--- config.mk ---
export PLATFORM = sky130hd
export DESIGN_NAME = mem_port_arbiter
export DESIGN_NICKNAME = d
export VERILOG_FILES = /design/src/rtl/mem_port_arbiter.sv
export SDC_FILE = /design/constraint.sdc
export NUM_CORES = 1
export LEC_CHECK = 0
export CAP_MARGIN = 5
export CORE_ASPECT_RATIO = 1.4
export CORE_MARGIN = 5
export CORE_UTILIZATION = 34
export CTS_BUF_LIST = sky130_fd_sc_hd__clkbuf_4
export DETAILED_ROUTE_END_ITERATION = 16
export PLACE_DENSITY = 0.82
export SLEW_MARGIN = 5
export SYNTH_ARGS = -nofsm -noshare
export SYNTH_HDL_FRONTEND = slang
export SYNTH_SLANG_ARGS = --single-unit
--- constraint.sdc ---
create_clock -name clk -period 1.8 [get_ports clk]
set_input_delay 0.36 -clock clk [delete_from_list [all_inputs] [get_ports clk]]
set_output_delay 0.36 -clock clk [all_outputs]
set_load 0.01 [all_outputs]
--- src/rtl/mem_port_arbiter.sv ---
// Arbitrates one single-ported memory between instruction fetch and data port.
// Optional fetch anti-starvation: define MEMARB_ANTISTARVE_EN.
module mem_port_arbiter #(
    parameter int AW           = 32,
    parameter int DW           = 32,
    parameter int STARVE_LIMIT = 4
) (
    input  logic          clk,
    input  logic          reset,
    input  logic          if_req,
    input  logic [AW-1:0] if_addr,
    output logic [DW-1:0] if_rdata,
    output logic          if_ready,
    input  logic          d_req,
    input  logic          d_we,
    input  logic [2:0]    d_size,
    input  logic [AW-1:0] d_addr,
    input  logic [DW-1:0] d_wdata,
    output logic [DW-1:0] d_rdata,
    output logic          d_ready,
    output logic          m_req,
    output logic          m_we,
    output logic [2:0]    m_size,
    output logic [AW-1:0] m_addr,
    output logic [DW-1:0] m_wdata,
    input  logic          m_ack,
    input  logic [DW-1:0] m_rdata,
    output logic          grant_d
);

    typedef enum logic [1:0] {
        IDLE   = 2'd0,
        BUSY_I = 2'd1,
        BUSY_D = 2'd2
    } state_t;

    state_t          state_q;
    logic            m_req_q;
    logic            m_we_q;
    logic [2:0]      m_size_q;
    logic [AW-1:0]   m_addr_q;
    logic [DW-1:0]   m_wdata_q;
    logic            grant_d_q;

    logic force_if;
    logic pick_d;
    logic pick_i;

    assign pick_d = d_req && !force_if;
    assign pick_i = !pick_d && if_req;

`ifdef MEMARB_ANTISTARVE_EN
    localparam int CW = $clog2(STARVE_LIMIT + 1);
    localparam logic [CW-1:0] LIMIT = CW'(STARVE_LIMIT);

    logic [CW-1:0] starve_q;
    logic [CW-1:0] starve_d;

    assign force_if = if_req && (starve_q == LIMIT);

    // Counts data wins over a waiting fetch; saturates at the limit.
    always_comb begin
        starve_d = starve_q;
        if (state_q == IDLE) begin
            if (pick_d) begin
                if (!if_req)
                    starve_d = '0;
                else if (starve_q != LIMIT)
                    starve_d = starve_q + 1'b1;
            end else if (pick_i) begin
                starve_d = '0;
            end
        end
    end

    always_ff @(posedge clk or negedge reset) begin
        if (!reset)
            starve_q <= '0;
        else
            starve_q <= starve_d;
    end
`else
    logic unused_starve_cfg;
    assign unused_starve_cfg = ^STARVE_LIMIT;
    assign force_if = 1'b0;
`endif

    always_ff @(posedge clk or negedge reset) begin
        if (!reset) begin
            state_q   <= IDLE;
            m_req_q   <= 1'b0;
            m_we_q    <= 1'b0;
            m_size_q  <= 3'b000;
            m_addr_q  <= '0;
            m_wdata_q <= '0;
            grant_d_q <= 1'b0;
        end else begin
            unique case (state_q)
                IDLE: begin
                    if (pick_d) begin
                        m_req_q   <= 1'b1;
                        m_we_q    <= d_we;
                        m_size_q  <= d_size;
                        m_addr_q  <= d_addr;
                        m_wdata_q <= d_wdata;
                        grant_d_q <= 1'b1;
                        state_q   <= BUSY_D;
                    end else if (pick_i) begin
                        m_req_q   <= 1'b1;
                        m_we_q    <= 1'b0;
                        m_size_q  <= 3'b010;
                        m_addr_q  <= if_addr;
                        m_wdata_q <= '0;
                        grant_d_q <= 1'b0;
                        state_q   <= BUSY_I;
                    end else begin
                        m_req_q   <= 1'b0;
                    end
                end
                BUSY_I, BUSY_D: begin
                    if (m_ack) begin
                        m_req_q   <= 1'b0;
                        grant_d_q <= 1'b0;
                        state_q   <= IDLE;
                    end
                end
                default: begin
                    m_req_q   <= 1'b0;
                    grant_d_q <= 1'b0;
                    state_q   <= IDLE;
                end
            endcase
        end
    end

    assign m_req    = m_req_q;
    assign m_we     = m_we_q;
    assign m_size   = m_size_q;
    assign m_addr   = m_addr_q;
    assign m_wdata  = m_wdata_q;
    assign grant_d  = grant_d_q;

    assign if_ready = m_ack && (state_q == BUSY_I);
    assign d_ready  = m_ack && (state_q == BUSY_D);
    assign if_rdata = m_rdata;
    assign d_rdata  = m_rdata;

endmodule

Word-level counts from Yosys, hierarchy flattened

Cells that the tools add are included.
Widths: inputs -> output; s select.

Equality and inequality tests: 4
Reductions and logical operators: 9
Multiplexer cells: 18

Operators with widths:

| operator           | number |
|---|---|
| $mux 32            | 4 |
| $mux 1             | 6 |
| $mux 2             | 3 |
| $mux 3             | 2 |
| $pmux 1 s2         | 2 |
| $pmux 2 s2         | 1 |
| $reduce_and 2->1   | 2 |
| $logic_and 1x1->1  | 3 |
| $ne 3x3->1 const B | 1 |
| $eq 2x1->1 const B | 1 |
| $eq 2x2->1 const B | 1 |
| $logic_not 2->1    | 1 |
| $ne 2x2->1 const B | 1 |
| $reduce_bool 2->1  | 1 |
| $reduce_or 2->1    | 1 |
| $logic_not 1->1    | 1 |

Register bits: 72
Output and inout bits: 136
Logic and storage cells: 38
Input bits: 137

Longest topological paths before layout

Depth in word-level cells: 5
Gate-level depth with buffers: 7
Depth with buffers taken out: 5

Worst setup path before layout

OpenSTA, ideal clock, no wires.

Path kind: reg2reg
From: register, netlist name grant_d
To: register m_wdata_q[10] (netlist: m_wdata[10])
Arrival time: 1.345 ns
Stages on the path, launching flop included: 7
Setup time: 0.121 ns
Data required time: 1.679 ns
Clock period less this slack: 1.466 ns
Buffers on the path: 2
Slack: 0.334 ns
Cell sequence: dfrtp_1 > inv_1 > ha_1 > and2_1 > buf_4 > buf_2 > a22o_1

RTL lines:

| element              | RTL line | RTL |
|---|---|---|
| to (signal assigned) | 105      | `m_wdata_q <= d_wdata;` |
| to (decl)            | 42       | `logic [DW-1:0] m_wdata_q;` |

==> metrics.txt <==
# TYPE chip_impl_metric gauge
chip_impl_info{name="outcome",value="finished, final reports clean"} 1
chip_impl_info{name="timing.setup.critical_path_class",value="reg2out"} 1
chip_impl_metric{name="synth.mux.area_fraction",unit="%"} 9.27
chip_impl_metric{name="syn-cell-area",unit="sq um"} 3450
chip_impl_metric{name="ir_worst_vdd",unit="mV"} 0.714
chip_impl_info{name="dominantRegCellSynth",value="dfrtp_1"} 1
chip_impl_metric{name="cp_max_fo",unit=""} 3
chip_impl_metric{name="floorplan.die.height",unit="microns"} 129
chip_impl_metric{name="edff_count_synth",unit=""} 0
chip_impl_metric{name="globalRouteOverflowTotal",unit=""} 0
chip_impl_metric{name="synth_compound_area_share",unit="%"} 14.9
chip_impl_metric{name="insertion_delay",unit="ps"} 400
chip_impl_info{name="hp-class",value="in2async"} 1
chip_impl_metric{name="post_synth_xor_area_fraction",unit="%"} 0
chip_impl_info{name="synth.area.top_cells",value="dfrtp_1 (51%), buf_4 (15%), mux2i_1 (9.3%)"} 1
chip_impl_metric{name="period_needed",unit="ps"} 1710
chip_impl_metric{name="area.growth.synth_to_final",unit="%"} 45.1
chip_impl_metric{name="synth_nets",unit=""} 450
chip_impl_metric{name="hpwl_dp",unit="microns"} 8190
chip_impl_metric{name="initial_core_util",unit="%"} 34.7
chip_impl_metric{name="p_leak",unit="nW"} 2.22
chip_impl_metric{name="synth.top_cell.area_share",unit="%"} 51.4
chip_impl_metric{name="final_layout_size_suffix_gt1_share",unit="%"} 7.04
chip_impl_metric{name="finalSetupViolCount",unit=""} 0
chip_impl_metric{name="maxCapViolations",unit=""} 0
chip_impl_metric{name="hold_violations",unit=""} 0
chip_impl_info{name="synth_top_family_by_area",value="buffers and inverters"} 1
chip_impl_metric{name="clk_transition_reported_paths",unit="ps"} 130
chip_impl_metric{name="diodes",unit=""} 0
chip_impl_metric{name="detailed_router_s_first_iteration_violation_count",unit=""} 52
chip_impl_info{name="worstReg2RegStart",value="state_q[0]"} 1
chip_impl_info{name="yosys-top-cells-count",value="buf_4 (71), dfrtp_1 (71), a22o_1 (35), o21ai_0 (35), nand2_1 (34)"} 1
chip_impl_metric{name="synth_simple_gate_area_share",unit="%"} 4.78
chip_impl_metric{name="core",unit="sq um"} 9950
chip_impl_info{name="clock_tree_from_tritoncts",value="yes"} 1
chip_impl_metric{name="fmax",unit="GHz"} 0.586
chip_impl_metric{name="post-route-period-util",unit="%"} 94.8
chip_impl_metric{name="layout_setup_ws",unit="ps"} 93.5
chip_impl_metric{name="cts.path.max_buffers",unit=""} 2
chip_impl_info{name="path_cells",value="buf_6 > ha_4 > and2_4 > buf_6"} 1
chip_impl_info{name="worstSetupStartpointType",value="flip-flop"} 1
chip_impl_metric{name="final_core_util",unit="%"} 50.4
chip_impl_metric{name="r2r.worst_path.cells",unit=""} 5
chip_impl_metric{name="power.total",unit="mW"} 7.32
chip_impl_metric{name="worst_path_largest_cell_delay",unit="ps"} 420
chip_impl_metric{name="post_place_worst_slack",unit="ps"} -110
chip_impl_metric{name="cp.required",unit="ps"} 1440
chip_impl_metric{name="vias_per_cell",unit=""} 4.63
chip_impl_metric{name="wirelength",unit="microns"} 10300
chip_impl_info{name="crit_path_end_kind",value="primary output"} 1
chip_impl_metric{name="count_of_final_max_slew_check_failures",unit=""} 0
chip_impl_metric{name="placement.io_buffers",unit=""} 176
chip_impl_info{name="grt_setup_unrepaired",value="false"} 1
chip_impl_metric{name="fillCellCount",unit=""} 896
chip_impl_metric{name="die_w",unit="microns"} 95.2
chip_impl_metric{name="worst-endpoint-arrival",unit="ps"} 1350
chip_impl_metric{name="synth_cells",unit=""} 309
chip_impl_metric{name="synthesis.area_per_instance",unit="sq um"} 11.2
chip_impl_info{name="critical_path.reg2reg.endpoint",value="m_wdata[26]"} 1
chip_impl_metric{name="floorplan.io_pins",unit=""} 273
chip_impl_metric{name="cts_inserted_buffers",unit=""} 9
chip_impl_metric{name="avgRoutedWirePerCell",unit="microns"} 18.3
chip_impl_metric{name="die-area",unit="sq um"} 12300
chip_impl_metric{name="htree_levels",unit=""} 3
chip_impl_metric{name="worstMarginPinSlew",unit="ps"} 472
chip_impl_metric{name="first_global_vias",unit=""} 2789
chip_impl_metric{name="vias",unit=""} 2596
chip_impl_metric{name="synth.yosys.warnings",unit=""} 0
chip_impl_info{name="clock_tree.root_cell",value="clkbuf_4"} 1
chip_impl_metric{name="routabilityCongestion",unit=""} 0.723
chip_impl_info{name="synth_top_area_cell",value="dfrtp_1"} 1
chip_impl_metric{name="tritoncts_num_sinks",unit=""} 71
chip_impl_metric{name="detail_route.first_pass.iterations",unit=""} 4
chip_impl_metric{name="antenna_violations_before_repair",unit=""} 0
chip_impl_metric{name="seq_area_frac_synth",unit="%"} 51.4
chip_impl_metric{name="placement_rows",unit=""} 43
chip_impl_metric{name="worst-r2r-setup-slack",unit="ps"} 280
chip_impl_metric{name="power_density",unit="nW/um^2"} 1460
chip_impl_metric{name="post_synth_fa_ha_maj_area_fraction",unit="%"} 1.45
chip_impl_metric{name="largest_net_degree_at_the_start_of_global_routing",unit=""} 52
chip_impl_metric{name="postRouteAntennaNets",unit=""} 0
chip_impl_metric{name="yosys_register_bits",unit=""} 71
chip_impl_metric{name="synth_cell_type_count",unit=""} 18
chip_impl_metric{name="grt_util_all_layers",unit="%"} 16.1
chip_impl_metric{name="grt_pass1_wl",unit="microns"} 14700
chip_impl_metric{name="worst_clock_skew_on_the_final_layout",unit="ps"} 26.5
chip_impl_metric{name="finish.net_count",unit=""} 562
chip_impl_info{name="critPathSlowestCell",value="dfrtp_1"} 1
chip_impl_metric{name="synthArstFlopShare",unit="%"} 100
chip_impl_info{name="critical_path.most_common_cell",value="buf_6"} 1
chip_impl_metric{name="relSlewSlack",unit="%"} 68.6
chip_impl_metric{name="final.setup.tns",unit="ps"} 0
chip_impl_metric{name="drcViolationCount",unit=""} 0
==> flip-flops by register name, summed over array words and instances (netlist names) <==
register  flops
grant_d       1
m_we          1
m_addr       32
state_q       1
m_size        3
m_wdata      32
m_req         1
==> worst max-delay path: cells and delay by family, from the launching register on <==
family        cells  cell delay [ps]
fa+ha+maj         1              140
simple gates      1              130
flops             1              420
buf+inv           2              240
==> per-layer routing <==
layer  share of wire (%)  global-route usage [%]  up-vias
met4                 4.5                    9.09        0
met1                  30                    13.8     1202
li1                    -                       -     1220
met5                   0                       0        -
met2                  51                    28.2      129
met3                  15                    9.64       45
==> cells by family after synthesis <==
group / Yosys count
buffers and inverters: 88
AO/OA/AOI/OAI: 74
flip-flops: 71
AND/OR/NAND/NOR: 40
multiplexers: 32
adder cells (fa/ha/maj): 4
==> cell type report <==
type                    count  area [sq um]  share of cell area (%)
multi-input cells         150          1070                    21.4
flip-flops and latches     71          1780                    35.4
inverters                   5          18.8                   0.374
well taps                 135           169                    3.37
clock inverters             5          25.0                   0.499
clock buffers              11          82.6                    1.65
repair buffers            184          1870                    37.3
==> per-stage QoR <==
stage	hold WS (ps)	instance area, sq um	instances
after global routing	450	5010	561
after detailed placement	350	4870	543
final	434	5010	561
after global placement	346	4870	543
after floorplan	64.4	3450	309
after CTS	412	4990	561
==> worst max-delay path by stage <==
stage	start	endpoint	slack, ps
6_report	grant_d	d_ready	90
5_1_grt	grant_d	d_ready	2
4_1_cts	grant_d	if_ready	-2
3_5_place_dp	m_ack	d_ready	-110
3_3_place_gp	m_ack	if_ready	-60
2_1_floorplan	grant_d	m_wdata[10]	330
==> cell usage in the layout, fill, tap and decap left out, types with 2 or more instances in the layout <==
master             n
buf_12             4
inv_1              3
clkinv_1           2
clkdlybuf4s50_1  170
buf_6              2
buf_4              3
dfrtp_1           71
mux2i_1           32
clkbuf_4          11
a22oi_1            2
inv_2              2
a22o_1            35
ha_1               3
and2_1             2
nor2b_1            3
o21ai_0           35
buf_2              2
nand2_1           34
clkinv_2           2
==> report_power, final <==
part | leakage (nW) | switching [mW] | internal [mW]
Sequential | 0.887 | 0.409 | 2.36
Combinational | 1.27 | 1.59 | 2.13
Clock | 0.0617 | 0.533 | 0.303
Total | 2.22 | 2.54 | 4.79
==> timing repair <==
| action | 4_1_cts | 5_1_grt |
|---|---|---|
| resized for setup | 8 | 10 |
| pin swaps | 1 | 0 |
| hold buffers | 1 | 0 |
| setup endpoints to repair | 2 | 3 |
| gates cloned | 0 | 0 |
| endpoints found under the hold margin | 34 | 0 |
| setup buffers | 1 | 0 |
(Power assumes the default switching activity.)
